**src/rtl/shiftreg_arb.sv**
```systemverilog
// Two-requester round-robin arbiter feeding an 8-bit MSB-first serialiser with an idle gap after each frame.
// Optional even-parity trailer bit is enabled by defining SHIFTREG_ARB_PARITY_EN.
module shiftreg_arb #(
    parameter int unsigned GAP_CYCLES = 1
) (
    input  logic       clk,
    input  logic       rst,
    input  logic [7:0] i_data0,
    input  logic [7:0] i_data1,
    input  logic       i_vld0,
    input  logic       i_vld1,
    output logic       o_rdy0,
    output logic       o_rdy1,
    output logic       o_out,
    output logic       o_out_vld,
    output logic       o_src,
    output logic       o_busy
);

`ifdef SHIFTREG_ARB_PARITY_EN
    typedef enum logic [1:0] {IDLE = 2'd0, SHIFT = 2'd1, GAP = 2'd2, PAR = 2'd3} state_t;
`else
    typedef enum logic [1:0] {IDLE = 2'd0, SHIFT = 2'd1, GAP = 2'd2} state_t;
`endif

    localparam logic [3:0] GAP_LAST = (GAP_CYCLES == 0) ? 4'd0 : 4'(GAP_CYCLES - 1);

    state_t      state_q, state_d;
    state_t      post_frame;
    logic [7:0]  sreg_q, sreg_d;
    logic [2:0]  bit_cnt_q, bit_cnt_d;
    logic [3:0]  gap_cnt_q, gap_cnt_d;
    logic        ptr_q, ptr_d;
    logic        src_q, src_d;
`ifdef SHIFTREG_ARB_PARITY_EN
    logic        par_q, par_d;
`endif

    logic grant0, grant1;

    // Ready is combinational from valid; it is forced low while reset is held.
    assign grant0 = i_vld0 & (~i_vld1 | ~ptr_q);
    assign grant1 = i_vld1 & (~i_vld0 | ptr_q);
    assign o_rdy0 = (state_q == IDLE) & ~rst & grant0;
    assign o_rdy1 = (state_q == IDLE) & ~rst & grant1;
    assign o_busy = (state_q != IDLE);
    assign o_src  = src_q;

    assign post_frame = (GAP_CYCLES > 0) ? GAP : IDLE;

    always_comb begin
        // NOTE: every signal written here gets a default first so no latch is inferred.
        state_d   = state_q;
        sreg_d    = sreg_q;
        bit_cnt_d = bit_cnt_q;
        gap_cnt_d = gap_cnt_q;
        ptr_d     = ptr_q;
        src_d     = src_q;
`ifdef SHIFTREG_ARB_PARITY_EN
        par_d     = par_q;
`endif
        o_out     = 1'b0;
        o_out_vld = 1'b0;

        case (state_q)
            IDLE: begin
                if (o_rdy0 | o_rdy1) begin
                    sreg_d    = o_rdy1 ? i_data1 : i_data0;
                    src_d     = o_rdy1;
                    ptr_d     = ~o_rdy1;
                    bit_cnt_d = 3'd0;
`ifdef SHIFTREG_ARB_PARITY_EN
                    par_d     = o_rdy1 ? ^i_data1 : ^i_data0;
`endif
                    state_d   = SHIFT;
                end
            end
            SHIFT: begin
                o_out_vld = 1'b1;
                o_out     = sreg_q[7];
                sreg_d    = {sreg_q[6:0], 1'b0};
                bit_cnt_d = bit_cnt_q + 3'd1;
                if (bit_cnt_q == 3'd7) begin
                    gap_cnt_d = 4'd0;
`ifdef SHIFTREG_ARB_PARITY_EN
                    state_d   = PAR;
`else
                    state_d   = post_frame;
`endif
                end
            end
`ifdef SHIFTREG_ARB_PARITY_EN
            PAR: begin
                o_out_vld = 1'b1;
                o_out     = par_q;
                gap_cnt_d = 4'd0;
                state_d   = post_frame;
            end
`endif
            GAP: begin
                gap_cnt_d = gap_cnt_q + 4'd1;
                if (gap_cnt_q == GAP_LAST) begin
                    state_d = IDLE;
                end
            end
            default: state_d = IDLE;
        endcase
    end

    // NOTE: sequential state uses non-blocking assignments so all flops update together.
    always_ff @(posedge clk or posedge rst) begin
        if (rst) begin
            state_q   <= IDLE;
            sreg_q    <= 8'd0;
            bit_cnt_q <= 3'd0;
            gap_cnt_q <= 4'd0;
            ptr_q     <= 1'b0;
            src_q     <= 1'b0;
`ifdef SHIFTREG_ARB_PARITY_EN
            par_q     <= 1'b0;
`endif
        end else begin
            state_q   <= state_d;
            sreg_q    <= sreg_d;
            bit_cnt_q <= bit_cnt_d;
            gap_cnt_q <= gap_cnt_d;
            ptr_q     <= ptr_d;
            src_q     <= src_d;
`ifdef SHIFTREG_ARB_PARITY_EN
            par_q     <= par_d;
`endif
        end
    end

endmodule
```
**config.mk**
```make
export PLATFORM = sky130hd
export DESIGN_NAME = shiftreg_arb
export DESIGN_NICKNAME = d
export VERILOG_FILES = /design/src/rtl/shiftreg_arb.sv
export SDC_FILE = /design/constraint.sdc
export NUM_CORES = 1
export LEC_CHECK = 0
export CELL_PAD_IN_SITES_DETAIL_PLACEMENT = 2
export CELL_PAD_IN_SITES_GLOBAL_PLACEMENT = 2
export CORE_MARGIN = 3
export CORE_UTILIZATION = 32
export DETAILED_ROUTE_END_ITERATION = 12
export HOLD_SLACK_MARGIN = 0.15
export PLACE_DENSITY = 0.84
export REMOVE_ABC_BUFFERS = 1
export SYNTH_ARGS = -nofsm -noshare
export SYNTH_HDL_FRONTEND = slang
export SYNTH_SLANG_ARGS = --single-unit
```
**constraint.sdc**
```tcl
create_clock -name clk -period 2.7 [get_ports clk]
set_clock_uncertainty 0.1 [all_clocks]
set_input_delay 0.54 -clock clk [delete_from_list [all_inputs] [get_ports clk]]
set_output_delay 0.54 -clock clk [all_outputs]
set_load 0.1 [all_outputs]
```
==> qor.txt <==
Largest family of logic cells by synthesized area = compound AO/OA/AOI/OAI gates
Post-synthesis sequential element count = 19
Drt initial violations = 10
Xor/xnor cell area share of the yosys netlist = 0%
Clock transition at path regs = 0.11 ns
Cell Pwr Density = 1030 nW/µm²
Htree depth = 1
Met1 Track Usage GR = 16.5%
Mux cell area share after synthesis = 6.37%
Post-Synth Adder-Cell Area = 4.55%
Share of cells above drive strength 1 = 14.4%
Critical-path cell list = clkdlybuf4s50_1 > nor3_4 > nand2_1 > a21oi_1 > buf_12
Initial Utilization = 34.9%
Drt drc = 0
Fin util = 45.5%
Routed WL per cell = 17.3 µm
Status = completed
Kind of critical path = input pin to output port
HPWL Detailed = 2450 µm
Syn Inst Count = 113
Leakage = 0.000631 µW
CP Launch Type = input pin
VDD IR max = 579 µV
Hold buffers post-CTS = 0
Worst setup EP type = output port
RSZ-0062 raised after global routing = false
Fillers = 364
CTS tree = done
First-pass GRT wire length = 5350 µm
Die Height = 64.6 µm
Post-CTS sizing = 0
Full die area = 4180 µm²
Final worst-path cycle share = 94.1%
Crit path largest cell delay = 0.50 ns
Simple-gate share of the synthesized area = 14.2%
IO Pins = 26
Minimum clock period = 2.54 ns
Total grt overflow = 0
Avg Cell Area, Syn = 9.73 µm²
F_max = 0.394 GHz
Gr usage total = 16.8%
Hold Slack = 0.408 ns
Required time of the critical path = 2.06 ns
Final setup fails = 0
Total CTS buffers = 3
Crit path capture = o_rdy0
Pin count of the biggest net entering global routing = 20
CP Depth = 5
Core Footprint = 3150 µm²
Slew @ Worst Pin = 0.474 ns
Yosys warns = 0
Max-slew violation count = 0
Max-Cap Viols = 0
ANT nets after route = 0
Hold Crit Class = flip-flop to flip-flop
R2r setup slk = 1.00 ns
Top delay family on crit path = buffers and inverters
Worst hold start = bit_cnt_q[0]
CP startpoint = rst
Number of iterations in the first detailed-routing pass = 4
Worst r2r src = state_q[1]
Postcts setup bufs = 0
Clock root cell = clkbuf_4
Met3 usage = 4.33%
Post-synthesis sequential area ratio = 43.2%
Syn Std Cell Area = 1100 µm²
I/O Buffers = 25
Fin. Hold Viols = 0
Row Count = 20
Clock net sink count = 19
Gpl congestion = 0.715
Compound-Gate Fraction of Synth Area = 24.2%
Normalized max-slew margin = 68.4%
Initial antenna violation count = 0
Skew-Pair Late Insertion Delay = 0.30 ns
WP buf/inv = 2
Reg2Reg Capture Point = sreg_q[5]
Layout area overhead = 30.4%
Clock buffer depth = 2
Routed wire length = 3170 µm
Die Width = 64.6 µm
Worst-path fanout max = 5
Vias in the first global route = 1089
Vias = 945
Met2 Use GR = 34.4%
Slowest CP cell = clkdlybuf4s50_1
Crit path DAT = 1.90 ns
Cell count of the worst reg-to-reg path = 5
Vias per inst = 5.16
Library cells used by synthesis = 30
GR peak layer = met2
Antenna Cells = 0
Final #Nets = 164
Most frequent cells in the layout = dfrtp_1 (19), clkdlybuf4s50_1 (19), a21oi_1 (15)
[worst min-delay path by stage]
stage | endpoint | slack [ns] | cells after the start
after floorplan | bit_cnt_q[0] | 0.36 | 1
after global placement | bit_cnt_q[1] | 0.38 | 2
after detailed placement | bit_cnt_q[1] | 0.39 | 2
after CTS | bit_cnt_q[0] | 0.41 | 1
after global routing | bit_cnt_q[0] | 0.43 | 1
final | bit_cnt_q[0] | 0.41 | 1
[cell usage after synthesis, drive strengths merged]
cell / n / area share (%)
a221oi: 1 / 0.80
nand3: 5 / 2.3
or2: 2 / 1.4
nand2b: 1 / 1.3
nand2: 8 / 3.0
dfrtp: 19 / 43
a21oi: 17 / 8.4
mux2i: 7 / 6.4
nor3: 3 / 2.4
a31oi: 2 / 1.1
o21a: 1 / 0.68
o21ai: 11 / 5.0
o31ai: 1 / 1.1
and4: 1 / 0.80
inv: 7 / 2.4
a22o: 7 / 5.6
buf: 6 / 5.0
ha: 4 / 4.6
and2: 1 / 0.57
o31a: 1 / 0.80
nor2b: 1 / 0.57
nor2: 6 / 2.0
a211oi: 1 / 0.68
[flip-flops by register name, summed over array words and instances (netlist names)]
name	count
ptr_q	1
o_src	1
sreg_q	8
state_q	2
gap_cnt_q	4
bit_cnt_q	3
[area by class of cell]
cell class | count | area (µm²) | share of cell area, %
clock buffer | 4 | 26.3 | 1.83
inverter | 7 | 26.3 | 1.83
multi-input combinational | 81 | 543 | 37.9
sequential | 19 | 475 | 33.2
tap | 44 | 55.1 | 3.84
timing repair buffer | 28 | 308 | 21.5
[routing by layer]
metal / up-vias / share of wire (%)
met3: 4 / 3.2
met1: 472 / 38
li1: 455 / -
met5: - / 0
met4: 0 / 0.98
met2: 14 / 58
[cells by family after synthesis]
logic type | count (synthesis)
buffers and inverters | 13
AND/OR/NAND/NOR | 28
flip-flops | 19
AO/OA/AOI/OAI | 42
multiplexers | 7
adder cells (fa/ha/maj) | 4
[worst register-to-register path, delay by kind of cell, from the launching register on]
family,cells,cell delay (ns)
AO/OA/AOI/OAI,3,0.45
buffers and inverters,1,0.14
flip-flops,1,0.64
AND/OR/NAND/NOR,1,0.27
[report_power, final]
group / switching [µW] / internal [µW]
logic: 541 / 293
clock network: 89.1 / 57.6
registers: 115 / 385
[through the flow]
stage                     TNS (ns)  cells  power [µW]  worst slack [ns]  area [µm²]
after floorplan              -1.52    107        1060             -1.07        1040
final                            0    183        1480             0.159        1430
after CTS                        0    183        1510             0.134        1430
after global placement           0    179        1290             0.228        1410
after detailed placement         0    179        1350             0.140        1410
after global routing             0    183        1600            0.0546        1430
No activity file was read; power rests on OpenSTA's default activity.
